===== src/rtl/usb_rx_framer.sv =====
// USB receive line front end: SYNC lock, NRZI decode, bit unstuffing and EOP detection.
// Emits one decoded payload bit per cycle with packet start/end/error pulses.
module usb_rx_framer #(
  parameter int unsigned MAX_BITS = 99
) (
  input  logic       clk,
  input  logic       rst_b,
  input  logic       re,
  input  logic       dp_r,
  input  logic       dm_r,
  output logic       bit_out,
  output logic       bit_valid,
  output logic       pkt_start,
  output logic       pkt_end,
  output logic [6:0] nbits,
  output logic       rx_err,
  output logic [1:0] err_code,
  output logic       busy
);

  localparam logic [6:0] MaxBits = 7'(MAX_BITS);

  typedef enum logic [2:0] {StIdle, StSync, StData, StEop, StErrWait} state_e;

  state_e     state_q;
  logic [2:0] sync_cnt_q;
  logic [2:0] ones_q;
  logic       prev_j_q;
  logic       se0_two_q;
  logic       seen_se0_q;

  logic sym_j, sym_k, sym_se0, sym_se1;
  logic dec_bit;
  logic sync_ok;
  logic err_now;
  logic [1:0] err_val;

  assign sym_j   = dp_r & ~dm_r;
  assign sym_k   = ~dp_r & dm_r;
  assign sym_se0 = ~dp_r & ~dm_r;
  assign sym_se1 = dp_r & dm_r;

  // NRZI: no transition on the line means a 1.
  assign dec_bit = (sym_j == prev_j_q);

  // SYNC symbols 1..7 are J,K,J,K,J,K,K: odd indices below 7 expect J.
  assign sync_ok = (sync_cnt_q[0] && (sync_cnt_q != 3'd7)) ? sym_j : sym_k;

  assign busy = (state_q != StIdle);

  always_comb begin
    err_now = 1'b0;
    err_val = 2'b00;
    if (re) begin
      case (state_q)
        StData: begin
          if (sym_se1) begin
            err_now = 1'b1;
            err_val = 2'b11;
          end else if (!sym_se0 && (ones_q == 3'd6) && dec_bit) begin
            err_now = 1'b1;
            err_val = 2'b01;
          end else if (!sym_se0 && (ones_q != 3'd6) && (nbits == MaxBits)) begin
            err_now = 1'b1;
            err_val = 2'b11;
          end
        end
        StEop: begin
          if (sym_se1) begin
            err_now = 1'b1;
            err_val = 2'b11;
          end else if (!((sym_se0 && !se0_two_q) || (sym_j && se0_two_q))) begin
            err_now = 1'b1;
            err_val = 2'b10;
          end
        end
        default: ;
      endcase
    end
  end

  always_ff @(posedge clk or negedge rst_b) begin
    if (!rst_b) begin
      state_q    <= StIdle;
      sync_cnt_q <= 3'd0;
      ones_q     <= 3'd0;
      prev_j_q   <= 1'b0;
      se0_two_q  <= 1'b0;
      seen_se0_q <= 1'b0;
      bit_out    <= 1'b0;
      bit_valid  <= 1'b0;
      pkt_start  <= 1'b0;
      pkt_end    <= 1'b0;
      nbits      <= 7'd0;
      rx_err     <= 1'b0;
      err_code   <= 2'b00;
    end else begin
      bit_valid <= 1'b0;
      pkt_start <= 1'b0;
      pkt_end   <= 1'b0;
      rx_err    <= 1'b0;
      if (!re) begin
        state_q <= StIdle;
      end else if (err_now) begin
        rx_err     <= 1'b1;
        err_code   <= err_val;
        seen_se0_q <= 1'b0;
        state_q    <= StErrWait;
      end else begin
        unique case (state_q)
          StIdle: begin
            if (sym_k) begin
              sync_cnt_q <= 3'd1;
              state_q    <= StSync;
            end
          end
          StSync: begin
            if (!sync_ok) begin
              state_q <= StIdle;
            end else if (sync_cnt_q == 3'd7) begin
              pkt_start <= 1'b1;
              nbits     <= 7'd0;
              ones_q    <= 3'd0;
              prev_j_q  <= 1'b0;
              state_q   <= StData;
            end else begin
              sync_cnt_q <= sync_cnt_q + 3'd1;
            end
          end
          StData: begin
            if (sym_se0) begin
              se0_two_q <= 1'b0;
              state_q   <= StEop;
            end else if (ones_q == 3'd6) begin
              // Stuffed zero: track the level but drop the bit.
              prev_j_q <= sym_j;
              ones_q   <= 3'd0;
            end else begin
              prev_j_q  <= sym_j;
              bit_out   <= dec_bit;
              bit_valid <= 1'b1;
              nbits     <= nbits + 7'd1;
              ones_q    <= dec_bit ? ones_q + 3'd1 : 3'd0;
            end
          end
          StEop: begin
            if (sym_se0) begin
              se0_two_q <= 1'b1;
            end else begin
              pkt_end <= 1'b1;
              state_q <= StIdle;
            end
          end
          StErrWait: begin
            if (sym_se0) begin
              seen_se0_q <= 1'b1;
            end else if (sym_j && seen_se0_q) begin
              state_q <= StIdle;
            end else if (!sym_j) begin
              seen_se0_q <= 1'b0;
            end
          end
          default: state_q <= StIdle;
        endcase
      end
    end
  end

endmodule


===== config.mk =====
export PLATFORM = sky130hd
export DESIGN_NAME = usb_rx_framer
export DESIGN_NICKNAME = d
export VERILOG_FILES = /design/src/rtl/usb_rx_framer.sv
export SDC_FILE = /design/constraint.sdc
export NUM_CORES = 1
export LEC_CHECK = 0
export BUFFER_PORTS_ARGS = -buffer_cell sky130_fd_sc_hd__buf_4
export CAP_MARGIN = 20
export CORE_ASPECT_RATIO = 1.25
export CORE_MARGIN = 3
export CORE_UTILIZATION = 57
export DETAILED_ROUTE_END_ITERATION = 10
export GPL_ROUTABILITY_DRIVEN = 0
export HOLD_SLACK_MARGIN = 0.08
export PLACE_DENSITY_LB_ADDON = 0.3
export SLEW_MARGIN = 15
export SYNTH_ARGS = -nofsm -noshare
export SYNTH_HDL_FRONTEND = slang
export SYNTH_SLANG_ARGS = --single-unit

===== constraint.sdc =====
create_clock -name clk -period 2.67 [get_ports clk]
set_input_delay 0.534 -clock clk [delete_from_list [all_inputs] [get_ports clk]]
set_output_delay 0.534 -clock clk [all_outputs]
set_load 0.005 [all_outputs]

==> results.md <==
GRT:
- The first global-routing pass estimated 5630 microns of wire.
- The global route total overflow is 0.
- The via count of the first global-routing pass came to 1298.
- Global routing used 21.5% of the available tracks across all layers.
- The initial antenna violation count was 0.
- The pin count of the biggest net entering global routing is 27.

Worst setup path:
- The signal arrival time at the worst endpoint is 2380 ps.
- The end of the critical path is err_code[1].
- The worst reg-to-reg setup slack is 510 ps.
- The kind of start point of the critical path is a flop.
- The worst setup path is captured at a flop.
- In this run the worst setup path begins at state_q[1].
- The kind of critical path is reg -> reg.
- The worst register-to-register path has a depth of 5.
- The highest net fanout along the worst path is 13.
- For the worst setup path, the data required time is 2890 ps.
- The start of the worst register-to-register path is state_q[1].
- The worst register-to-register path ends at err_code[1].

Synth:
- A synthesized cell averages 9.92 sq um.
- The fraction of the mapped netlist area in adder cells is 3.89%.
- The xor/xnor cell area share of the yosys netlist is 2.72%.
- The number of nets in the synthesized netlist is 172.
- The most common flop cell mapped by yosys is dfrtp_1.
- Yosys mapped a number of flops with a built-in enable equal to 0.
- The main combinational cell family by area after synthesis is simple AND/OR/NAND/NOR gates.
- The area share of the largest cell type after synthesis is 40.5%.
- dfrtp_1 is the most common cell in the netlist.
- The compound-gate portion of the synthesized area is 19.0%.
- The largest total area in the synthesized netlist belongs to dfrtp_1.
- The Yosys step of the flow raised 0 warnings.
- The number of distinct library cell variants in the gate-level netlist after synthesis is 53.
- Sequential elements use 40.5% of the synthesized area.
- The synthesized flop and latch total is 26.
- The commonest cells after synthesis are dfrtp_1 (26), nor2_1 (17), nand2_1 (13).
- The share of flip-flops with an asynchronous set or reset is 100%.
- The mapped netlist covers 0.00161 sq mm.
- Synthesis produced a netlist whose cell count is 162.
- The mux share of post-synthesis cell area is 4.67%.
- The synthesized netlist devotes 25.8% of its cell area to simple gates.
- Ranked by total cell area, the synthesized netlist is headed by dfrtp_1 (40%), nor2_1 (4.0%), ha_1 (3.9%).

Clock network:
- The H-tree depth is 1.
- The CTS clock-pin slew for the worst setup and hold paths is 140 ps.
- The buffers inserted during post-CTS setup optimization is 0.
- Clock tree synthesis selected as its root buffer the cell clkbuf_4.
- The maximum number of buffers from clock root to sink is 2.
- The CTS tree is done.
- The clock network latency to the later pin of the worst-skew pair is 320 ps.
- Counting the buffers created by CTS gives 3.
- Hold repair after CTS inserted 0 buffers.
- The clock sink count is 26.
- The number of gates resized after CTS is 0.

Placement:
- The total of buffers placed on input and output ports is 19.
- Once detailed placement completed, the half-perimeter wirelength came to 2500 microns.

STA:
- The worst max-slew margin expressed relative to the limit is 60.8%.
- The clock arrives with 2.96 ps of skew.
- The count of final hold-check violations is 0.
- Setup violations remaining at the end of the flow were counted as 0.
- The post-route clock period utilization is 80.9%.
- The actual slew at the worst max-slew pin is 587 ps.
- Setup total negative slack on the finished layout was measured at 0 ps.
- The number of slew-limit violations in the final report is 0.
- The routed design could run at a clock period as short as 2160 ps.
- Setup repair after global routing left no endpoint under its margin.
- The achievable clock frequency is 0.463 GHz.

Layout:
- The number of antenna diodes in the final layout is 0.
- The combined area of the multi-input logic cells is 901 sq um.
- The post-layout utilization of the core is 70.3%.
- Registers take 651 sq um.
- The relative area change from synthesis to final layout is 11.6%.
- After the last flow step, the layout net total stands at 191.
- After filler insertion, the fill cell instance count of the layout stands at 209.
- The fraction of layout instances using a drive strength above 1 is 20.6%.

Die:
- The starting density of the core is 63.0%.
- The row count is 20.
- 20 I/O pins were placed.
- The width of the chip is 53.5 microns.
- In this run the vertical extent of the chip is 65.4 microns.
- The core box area is 0.00255 sq mm.
- The area enclosed by the die boundary is 0.00350 sq mm.

Flow run:
- The tool flagged a number of max-cap violations equal to 0.

Drt:
- The count of unresolved DRC violations after routing is 0.
- After the first detailed-routing iteration, the DRC count stood at 37.
- Using the TritonRoute via totals, the vias-per-cell ratio works out to 6.11.
- The number of nets with antenna violations after detailed routing is 0.
- The total number of vias is 1302.
- In the final routed layout, each cell accounts on average for 15.6 microns.
- The first detailed-routing pass took 4 iterations.
- Wires add up to 3330 microns.

Power:
- The peak supply drop is 0.311 mV.
- Power spread over the standard cell area amounts to 472 mW/mm^2.
- Summed over all cells, the static leakage comes to 0.790 nW.

Worst hold path:
- The type of the most critical hold path is in -> async.

Status:
- The flow ran to the end, and the final reports show no timing, DRC or antenna violations.
==> layer usage <==
layer / GRT usage (%) / vias to the layer above / part of all wire, %
li1: - / 633 / -
met1: 28.6 / 633 / 44
met2: 35.0 / 32 / 50
met3: 2.04 / 4 / 4.2
met4: 9.27 / 0 / 1.1
met5: 0 / - / 0
==> stage by stage <==
stage          hold slack [ps]  power, mW  std cells  setup slack (ps)  area, sq um
3_3_place_gp               451      0.645        209               605         1760
6_report                  88.0      0.847        213               510         1790
3_5_place_dp               457      0.656        209               550         1760
2_1_floorplan              238      0.594        162               712         1610
5_1_grt                   87.9      0.901        213               385         1790
4_1_cts                   91.0      0.856        213               541         1790
==> registers in the layout, summed over array words and instances, names as in the netlist <==
name,cells
nbits,7
ones_q,3
state_q,3
sync_cnt_q,3
err_code,2
bit_out,1
bit_valid,1
pkt_end,1
pkt_start,1
prev_j_q,1
rx_err,1
se0_two_q,1
seen_se0_q,1
==> report_power, final <==
| part | switching, mW | internal, mW | total, mW |
|---|---|---|---|
| clock | 0.115 | 0.0834 | 0.198 |
| sequential | 0.0464 | 0.428 | 0.475 |
| combinational | 0.0864 | 0.0882 | 0.175 |
| total | 0.247 | 0.600 | 0.847 |
==> logic make-up (layout without fill, tap and decap cells) <==
kind of cell               count (synthesis)  count (layout)
muxes                                      7               7
AOI/OAI and AO/OA                         36              36
xor gates and xnor gates                   5               5
and+or+nand+nor                           72              72
buffers and inverters                     11              29
adders and majority gates                  5               5
DFF                                       26              26
==> placed cells by master (no fill, tap or decap), types with 2 or more instances in the layout <==
cell type / n
mux2_2: 2
o21ai_1: 3
nor2b_1: 3
o32a_1: 2
and2_1: 2
dfrtp_1: 26
nor2_1: 17
buf_4: 19
mux2i_1: 3
ha_1: 5
mux2_1: 2
xnor2_1: 4
nand3_1: 7
nand4b_1: 3
inv_1: 6
a21oi_1: 4
nand4_1: 4
nor4_1: 3
o2bb2ai_1: 2
nor3_1: 3
o21ai_0: 7
clkbuf_4: 3
o31ai_1: 5
nand2_1: 13
nand2b_1: 4
==> area by class of cell <==
cell class,count,share of cell area [%]
flip-flops and latches,26,36.3
inverters,6,1.26
multi-input cells,125,50.2
well taps,33,2.30
repair buffers,19,7.95
clock buffers,4,2.02
==> critical path: stages (launching register included) <==
cell     delay, ps
dfrtp_1        640
nor3b_2        390
nand2_1        230
o32ai_4        290
o21ai_1        170
o32a_1         350
==> worst min-delay path by stage <==
| stage | slack (ps) | start | endpoint |
|---|---|---|---|
| 2_1_floorplan | 240 | rst_b | bit_out |
| 3_3_place_gp | 450 | rst_b | seen_se0_q |
| 3_5_place_dp | 460 | rst_b | pkt_end |
| 4_1_cts | 90 | rst_b | state_q[1] |
| 5_1_grt | 90 | rst_b | pkt_end |
| 6_report | 90 | rst_b | state_q[1] |
No activity file was read; power rests on OpenSTA's default activity.
